==> config.mk <==
export PLATFORM = sky130hd
export DESIGN_NAME = acc_param_flat
export DESIGN_NICKNAME = d
export VERILOG_FILES = /design/src/rtl/acc_param_if.sv /design/src/rtl/acc_param.sv /design/src/flat_wrapper.sv
export SDC_FILE = /design/constraint.sdc
export NUM_CORES = 1
export LEC_CHECK = 0
export ABC_AREA = 0
export CELL_PAD_IN_SITES_DETAIL_PLACEMENT = 0
export CELL_PAD_IN_SITES_GLOBAL_PLACEMENT = 2
export CORE_AREA = 2 2 65 67
export CTS_CLUSTER_SIZE = 12
export DETAILED_ROUTE_END_ITERATION = 10
export DIE_AREA = 0 0 67 69
export GPL_ROUTABILITY_DRIVEN = 1
export PLACE_DENSITY_LB_ADDON = 0.1
export SLEW_MARGIN = 20
export SYNTH_ARGS = -nofsm -noshare
export SYNTH_HDL_FRONTEND = slang
export SYNTH_SLANG_ARGS = --single-unit
==> constraint.sdc <==
create_clock -name clk -period 2.7 [get_ports clk]
set_input_delay 0.27 -clock clk [delete_from_list [all_inputs] [get_ports clk]]
set_output_delay 0.27 -clock clk [all_outputs]
set_load 0.05 [all_outputs]
==> src/rtl/acc_param_if.sv <==
// Operation/result bundle for the parametrised accumulator.
// The master side issues operations (en/op/B); the slave side is the
// accumulator, which returns the running value, overflow flag and dump result.
interface acc_param_if #(
   parameter int W  = 8,
   parameter int BW = 3
);
   logic          en;
   logic [1:0]    op;
   logic [BW-1:0] B;
   logic [W-1:0]  Y;
   logic          ovf;
   logic [W-1:0]  R;
   logic          done;

   modport master (output en, op, B, input Y, ovf, R, done);
   modport slave  (input en, op, B, output Y, ovf, R, done);
endinterface

==> src/rtl/acc_param.sv <==
// Parametrised accumulator: add/subtract/load/clear with saturating or
// wrapping overflow, a sticky overflow flag and an optional
// integrate-and-dump window of LEN counted operations.
module acc_param #(
   parameter int W   = 8,
   parameter int BW  = 3,
   parameter int SAT = 1,
   parameter int LEN = 0
) (
   input logic         clk,
   input logic         r,
   acc_param_if.slave  bus
);

   typedef enum logic [1:0] {
      OP_ADD   = 2'b00,
      OP_SUB   = 2'b01,
      OP_LOAD  = 2'b10,
      OP_CLEAR = 2'b11
   } op_t;

   // A window count of 0..LEN needs ceil(log2(LEN+1)) bits; keep one bit when
   // dumping is disabled so the register stays legal.
   localparam int            CW   = (LEN > 0) ? $clog2(LEN + 1) : 1;
   localparam bit            WIN  = (LEN > 0);
   localparam logic [CW-1:0] LAST = CW'((LEN > 0) ? LEN - 1 : 0);

   logic [W-1:0]  y_q;
   logic [W-1:0]  r_q;
   logic          ovf_q;
   logic          done_q;
   logic [CW-1:0] cnt_q;

   logic [W:0]    b_ext;
   logic [W:0]    sum;
   logic [W:0]    diff;
   logic [W-1:0]  result;
   logic          flow;
   logic          counted;
   logic          is_last;

   // Compute the candidate result of the presented operation one bit wider
   // than the accumulator, so the top bit flags overflow (add) or borrow (sub).
   always_comb begin
      b_ext   = {{(W + 1 - BW){1'b0}}, bus.B};
      sum     = {1'b0, y_q} + b_ext;
      diff    = {1'b0, y_q} - b_ext;
      result  = y_q;
      flow    = 1'b0;
      counted = 1'b0;
      case (op_t'(bus.op))
         OP_ADD: begin
            counted = 1'b1;
            flow    = sum[W];
            result  = (flow && (SAT != 0)) ? {W{1'b1}} : sum[W-1:0];
         end
         OP_SUB: begin
            counted = 1'b1;
            flow    = diff[W];
            result  = (flow && (SAT != 0)) ? {W{1'b0}} : diff[W-1:0];
         end
         OP_LOAD: begin
            counted = 1'b1;
            result  = b_ext[W-1:0];
         end
         default: begin
            result  = {W{1'b0}};
         end
      endcase
      is_last = WIN && (cnt_q == LAST);
   end

   // Register the accumulator, flag, window count and dump result; the last
   // counted operation of a window goes to R and the window restarts empty.
   always_ff @(posedge clk) begin
      if (r) begin
         y_q    <= '0;
         r_q    <= '0;
         ovf_q  <= 1'b0;
         done_q <= 1'b0;
         cnt_q  <= '0;
      end else begin
         done_q <= 1'b0;
         if (bus.en) begin
            if (!counted) begin
               y_q   <= '0;
               ovf_q <= 1'b0;
               cnt_q <= '0;
            end else begin
               if (flow) begin
                  ovf_q <= 1'b1;
               end
               if (is_last) begin
                  r_q    <= result;
                  done_q <= 1'b1;
                  y_q    <= '0;
                  cnt_q  <= '0;
               end else begin
                  y_q <= result;
                  if (WIN) begin
                     cnt_q <= cnt_q + CW'(1);
                  end
               end
            end
         end
      end
   end

   assign bus.Y    = y_q;
   assign bus.R    = r_q;
   assign bus.ovf  = ovf_q;
   assign bus.done = done_q;

endmodule
==> src/flat_wrapper.sv <==
// flat-port wrapper written by rule: the top's interface ports become plain ports
module acc_param_flat 
#(
   parameter int W   = 8,
   parameter int BW  = 3,
   parameter int SAT = 1,
   parameter int LEN = 0
)
  (clk, r, bus_en, bus_op, bus_B, bus_Y, bus_ovf, bus_R, bus_done);
  acc_param_if #(.W(W), .BW(BW)) bus_i ();
  input logic clk;
  input logic r;
  input wire logic [$bits(bus_i.en)-1:0] bus_en;
  input wire logic [$bits(bus_i.op)-1:0] bus_op;
  input wire logic [$bits(bus_i.B)-1:0] bus_B;
  output wire logic [$bits(bus_i.Y)-1:0] bus_Y;
  output wire logic [$bits(bus_i.ovf)-1:0] bus_ovf;
  output wire logic [$bits(bus_i.R)-1:0] bus_R;
  output wire logic [$bits(bus_i.done)-1:0] bus_done;
  assign bus_i.en = bus_en;
  assign bus_i.op = bus_op;
  assign bus_i.B = bus_B;
  assign bus_Y = bus_i.Y;
  assign bus_ovf = bus_i.ovf;
  assign bus_R = bus_i.R;
  assign bus_done = bus_i.done;
  acc_param #(.W(W), .BW(BW), .SAT(SAT), .LEN(LEN)) u_core (.clk(clk), .r(r), .bus(bus_i));
endmodule
==> flow_metrics.py, run 1 <==
metrics = {
    "status": {
        "status": "complete, no violations",
    },
    "global_routing": {
        "antenna_found_initial": 0,
        "grt_pass1_vias": 942,
        "grt_use_total_pct": 13.6,
        "gr-total-overflow": 0,
        "grt_pass1_wl_um": 4840,
        "grt_start_max_net_pins": 12,
    },
    "floorplanning": {
        "fp.dieArea_um2": 4620,
        "core_um2": 3910,
        "die_w_um": 67,
        "rows": 23,
        "ios": 26,
        "die_h_um": 69,
        "start_util_pct": 25.9,
    },
    "route": {
        "wl_per_cell_um": 15.0,
        "drtAntennaViolNets": 0,
        "routed-via-count": 964,
        "first_pass_iters": 4,
        "drc": 0,
        "wl_um": 2930,
        "drt-initial-drc-count": 52,
        "avgViaCountPerCell": 4.92,
    },
    "timing": {
        "worst_pin_slew_ns": 0.535,
        "post-route-period-util_pct": 88.9,
        "rsz0062_at_grt": "no",
        "fin_tns_setup_ns": 0,
        "slew_headroom_pct": 64.2,
        "report.final.slew_viol_count": 0,
        "fin_skew_ns": 0.00337,
        "finalSetupViolCount": 0,
        "min_period_ns": 2.40,
        "final_hold_viol_count": 0,
        "fmax_mhz": 417,
    },
    "logic_synthesis": {
        "ys.flop_type": "dfxtp_1",
        "ys_types": 48,
        "ys_seq_area_share_pct": 17.8,
        "syn_area_per_cell_um2": 7.92,
        "synth-edff-count": 0,
        "synth_seq_cells": 9,
        "syn-cell-area_um2": 1010,
        "synthCells": 128,
        "synthArstFlopShare_pct": 0,
        "ys_warn_count": 0,
    },
    "critical_path": {
        "crit_chain": "clkdlybuf4s50_1, ha_1, inv_1, fa_1, a2111oi_2, a21oi_1, a21oi_1, a21boi_1, a21o_1",
        "path_common_cell": "a21oi_1",
        "critPathBufInv": 2,
        "cp_data_arrival_time_ns": 2.53,
        "start_kind": "input port",
        "cp_slowest_cell": "clkdlybuf4s50_1",
        "crit_family": "compound AO/OA/AOI/OAI gates",
        "worstPathMaxFanout": 3,
        "critPathMaxStageDelay_ns": 0.51,
        "path_class": "input port to flip-flop",
        "critPathRequiredTime_ns": 2.84,
        "end_kind": "flip-flop",
    },
    "run": {
        "max-cap-violations": 0,
    },
    "cts": {
        "cts_tree": "yes",
        "clock-sinks": 9,
        "cts.clk_slew.worst_paths_ns": 0.05,
        "hold_buffers": 0,
        "cts_buffers": 3,
        "cts_max_level": 1,
        "post_cts_resize_count": 0,
        "clk_latency_ns": 0.24,
        "clockBufferDepth": 2,
        "clock-root-buffer": "clkbuf_8",
        "cts_setup_buffers": 0,
    },
    "cells_and_area": {
        "nNetsFinal": 163,
        "antenna_cells": 0,
        "fin_cells": 196,
        "fin_util_pct": 31.5,
        "design_area_um2": 1230,
        "drive_above_1_share_pct": 9.59,
        "area_growth_pct": 21.7,
    },
    "place": {
        "gp_congestion": 0.825,
        "placed_area_um2": 1190,
        "dp.cells": 192,
        "hpwl_um": 2250,
        "portBuffers": 16,
    },
    "hold_path": {
        "hp-class": "flip-flop to flip-flop",
    },
    "power_and_ir_drop": {
        "powerDensity_nw_per_um2": 388,
        "ir_worst_vdd_v": 0.000152,
        "p_leak_nw": 0.460,
    },
}
## routing by layer
| layer | share of wire (%) | up-vias | global-route usage, % |
|---|---|---|---|
| li1 | - | 478 | - |
| met1 | 48 | 448 | 20.0 |
| met2 | 45 | 36 | 20.0 |
| met3 | 6.4 | 2 | 2.61 |
| met4 | 0.58 | 0 | 3.40 |
| met5 | 0 | - | 0 |
## cell usage after synthesis (all sizes together) (2+ instances only)
library cell | n | area share [%]
and3 | 2 | 1.7
nand3 | 6 | 4.2
a31oi | 3 | 1.9
buf | 13 | 9.3
dfxtp | 9 | 18
a211oi | 2 | 1.5
nand2 | 7 | 2.6
nor2 | 10 | 3.7
o211ai | 3 | 2.2
nor3 | 6 | 3.0
o21ai | 5 | 2.5
xnor2 | 3 | 2.6
fa | 2 | 4.0
or3 | 3 | 2.3
a22o | 2 | 1.7
nand2b | 3 | 1.9
a21boi | 2 | 1.5
a21oi | 9 | 4.8
nor2b | 3 | 2.6
inv | 8 | 3.0
ha | 6 | 7.4
nand3b | 2 | 1.5
## metrics by stage
step	hold WS, ns	power, mW	setup WS, ns
final	0.474	0.479	0.301
after global routing	0.496	0.507	0.132
after CTS	0.479	0.484	0.322
after detailed placement	0.454	0.311	0.0635
after global placement	0.460	0.314	0.109
after floorplan	0.433	0.276	0.427
## report_power, final
group	switching (mW)	internal, mW
clock network	0.0643	0.104
registers	0.00871	0.138
logic	0.106	0.0577
## sequential cells by signal, summed over array words and instances, names as in the netlist
signal          flops
u_core.bus.ovf      1
u_core.bus.Y        8
## cell type report
class,count,area [µm²]
clock buffer,4,45.0
sequential,9,180
multi-input combinational,105,726
tap,50,62.6
fill,459,2680
timing repair buffer,20,190
inverter,8,30.0
## worst paths after layout
kind | startpoint | end | slack, ns | depth (start not counted)
worst max-delay path | bus_B[0] | u_core.bus.Y[1] | 0.30 | 9
worst min register to register | u_core.bus.ovf | u_core.bus.ovf | 0.47 | 1
worst min-delay path | u_core.bus.ovf | u_core.bus.ovf | 0.47 | 1
worst max register to register | u_core.bus.Y[0] | u_core.bus.Y[1] | 0.46 | 9
## cells in the final DEF, fill, tap and decap left out, drive strengths merged, types with 5 or more instances in the layout
cell	instances
inv	8
clkdlybuf4s50	16
ha	6
nand2	7
dfxtp	9
a21oi	9
o21ai	5
nor3	6
nand3	6
nor2	10
conb	9
## cell families (layout without fill, tap and decap cells)
group                      count (synthesis)  after routing  share of synthesized area [%]
DFF                                        9              9                           17.8
xor gates and xnor gates                   3              3                           2.59
other                                      1              9                          0.370
and+or+nand+nor                           48             48                           27.7
adders and majority gates                  8              8                           11.4
buffers and inverters                     22             32                           13.6
AOI/OAI and AO/OA                         35             35                           24.6
muxes                                      2              2                           2.10
No activity file was read; power rests on OpenSTA's default activity.
==> run 2: changes to the inputs <==
--- a/config.mk
+++ b/config.mk
@@ -6,12 +6,13 @@
 export NUM_CORES = 1
 export LEC_CHECK = 0
 export ABC_AREA = 0
+export ABC_CLOCK_PERIOD_IN_PS = 2700
 export CELL_PAD_IN_SITES_DETAIL_PLACEMENT = 0
 export CELL_PAD_IN_SITES_GLOBAL_PLACEMENT = 2
-export CORE_AREA = 2 2 65 67
+export CORE_AREA = 4 4 67 69
 export CTS_CLUSTER_SIZE = 12
 export DETAILED_ROUTE_END_ITERATION = 10
-export DIE_AREA = 0 0 67 69
+export DIE_AREA = 0 0 71 73
 export GPL_ROUTABILITY_DRIVEN = 1
 export PLACE_DENSITY_LB_ADDON = 0.1
 export SLEW_MARGIN = 20
==> run 2 against run 1 <==
  * Non-clock buffer count rose by 3
  * Clock-buffer cell count did not move
  * Cell area rose by 1.8%
  * Worst setup slack improved by 0.039 ns
  * Routed wire length rose by 2.3%
  * Final cell count rose by 1.5%
  * Largest cell class unchanged
  * Largest power group unchanged
==> flow_metrics.py, run 2 (same netlist as run 1, synthesis figures left out) <==
metrics = {
    "critical_path": {
        "start_kind": "input port",
        "startpoint": "bus_B[0]",
        "worstPathMaxFanout": 3,
        "r2r_cells": 9,
        "crit_family": "compound AO/OA/AOI/OAI gates",
        "r2r-start": "u_core.bus.Y[0]",
        "crit_cells": 9,
        "r2r_end": "u_core.bus.Y[0]",
        "cp_data_arrival_time_ns": 2.50,
        "critPathRequiredTime_ns": 2.84,
        "end_kind": "flip-flop",
        "r2r_slack_ns": 0.48,
        "crit_end": "u_core.bus.Y[0]",
        "critPathBufInv": 2,
        "cp_slowest_cell": "clkdlybuf4s50_1",
        "path_class": "input port to flip-flop",
        "crit_chain": "clkdlybuf4s50_1, ha_1, inv_1, fa_1, a2111oi_2, and2_1, a211o_1, nand3_1, a22o_1",
        "critPathMaxStageDelay_ns": 0.50,
    },
    "timing": {
        "post-route-period-util_pct": 87.4,
        "fmax_mhz": 424,
        "worst_pin_slew_ns": 0.537,
        "report.final.slew_viol_count": 0,
        "final_hold_viol_count": 0,
        "slew_headroom_pct": 64.1,
        "rsz0062_at_grt": "no",
        "fin_skew_ns": 0.00409,
        "min_period_ns": 2.36,
        "fin_tns_setup_ns": 0,
        "finalSetupViolCount": 0,
    },
    "floorplanning": {
        "core_um2": 3910,
        "die_h_um": 73,
        "ios": 26,
        "fp.dieArea_um2": 5180,
        "start_util_pct": 25.9,
        "die_w_um": 71,
        "rows": 23,
    },
    "power_and_ir_drop": {
        "powerDensity_nw_per_um2": 391,
        "p_leak_nw": 0.474,
        "ir_worst_vdd_v": 0.000184,
    },
    "place": {
        "gp_congestion": 0.775,
        "hpwl_um": 2320,
        "portBuffers": 16,
    },
    "cells_and_area": {
        "layout.cells.most_common": "clkdlybuf4s50_1",
        "drive_above_1_share_pct": 11.4,
        "fillCellCount": 447,
        "area_growth_pct": 24.0,
        "nNetsFinal": 166,
        "fin_util_pct": 32.1,
        "largest_reg_flops": 8,
        "layout_common_cells": "clkdlybuf4s50_1, nor2_1, conb_1, dfxtp_1",
        "antenna_cells": 0,
    },
    "status": {
        "status": "complete, no violations",
    },
    "cts": {
        "cts.clk_slew.worst_paths_ns": 0.05,
        "clk_latency_ns": 0.25,
        "cts_max_level": 1,
        "cts_buffers": 3,
        "post_cts_resize_count": 0,
        "cts_tree": "yes",
        "clock-root-buffer": "clkbuf_8",
        "cts_setup_buffers": 0,
        "clockBufferDepth": 2,
        "hold_buffers": 0,
        "clock-sinks": 9,
    },
    "route": {
        "drc": 0,
        "avgViaCountPerCell": 4.99,
        "wl_um": 3000,
        "drtAntennaViolNets": 0,
        "drt-initial-drc-count": 56,
        "routed-via-count": 993,
        "first_pass_iters": 4,
        "wl_per_cell_um": 15.1,
    },
    "run": {
        "max-cap-violations": 0,
    },
    "global_routing": {
        "grt_pass1_vias": 987,
        "grt_start_max_net_pins": 10,
        "grt_pass1_wl_um": 4840,
        "antenna_found_initial": 0,
        "gr-total-overflow": 0,
        "grt_use_total_pct": 12.0,
    },
    "hold_path": {
        "hp-class": "flip-flop to flip-flop",
    },
}
==> run 2: worst min path at each step <==
| stage | startpoint | slack [ns] | cells past startpoint | end |
|---|---|---|---|---|
| 2_1_floorplan | r | 0.43 | 2 | u_core.bus.ovf |
| 3_3_place_gp | u_core.bus.ovf | 0.46 | 1 | u_core.bus.ovf |
| 3_5_place_dp | u_core.bus.ovf | 0.46 | 1 | u_core.bus.ovf |
| 4_1_cts | u_core.bus.ovf | 0.48 | 1 | u_core.bus.ovf |
| 5_1_grt | u_core.bus.ovf | 0.52 | 1 | u_core.bus.ovf |
| 6_report | u_core.bus.ovf | 0.47 | 1 | u_core.bus.ovf |
==> run 2: report_power, final <==
part           switching (mW)  internal, mW  leakage, nW
Clock                  0.0717         0.104       0.0228
Combinational           0.108        0.0606        0.379
Sequential            0.00858         0.138       0.0731
Total                   0.188         0.303        0.474
==> run 2: layout make-up <==
type	instances	area (µm²)	area share [%]
multi-input combinational	105	726	57.8
inverter	8	30.0	2.39
timing repair buffer	23	213	16.9
clock buffer	4	45.0	3.59
sequential	9	180	14.3
tap	50	62.6	4.98
==> run 2: through the flow <==
stage / instance area, µm² / setup WS (ns) / total power, mW / cells / hold slack [ns]
CTS: 1260 / 0.337 / 0.492 / 199 / 0.476
floorplan: 1040 / 0.427 / 0.276 / 136 / 0.433
finish: 1260 / 0.340 / 0.491 / 199 / 0.471
detailed placement: 1210 / 0.0935 / 0.315 / 195 / 0.460
global placement: 1210 / 0.114 / 0.317 / 195 / 0.459
global route: 1260 / 0.163 / 0.512 / 199 / 0.521
==> run 2: routing by layer <==
metal  GRT usage, %  vias to the layer above  share of wire [%]
li1               -                      489                  -
met1           15.5                      470                 48
met2           18.9                       27                 45
met3           2.75                        7                5.1
met4           5.64                        0                2.4
met5              0                        -                  0
==> run 3: changes to the inputs <==
--- a/config.mk
+++ b/config.mk
@@ -15,7 +15,7 @@
 export DIE_AREA = 0 0 71 73
 export GPL_ROUTABILITY_DRIVEN = 1
 export PLACE_DENSITY_LB_ADDON = 0.1
-export SLEW_MARGIN = 20
+export SLEW_MARGIN = 25
 export SYNTH_ARGS = -nofsm -noshare
 export SYNTH_HDL_FRONTEND = slang
 export SYNTH_SLANG_ARGS = --single-unit
==> results of run 3 <==
Final layout, timing and power as in run 2 (identical DEF).
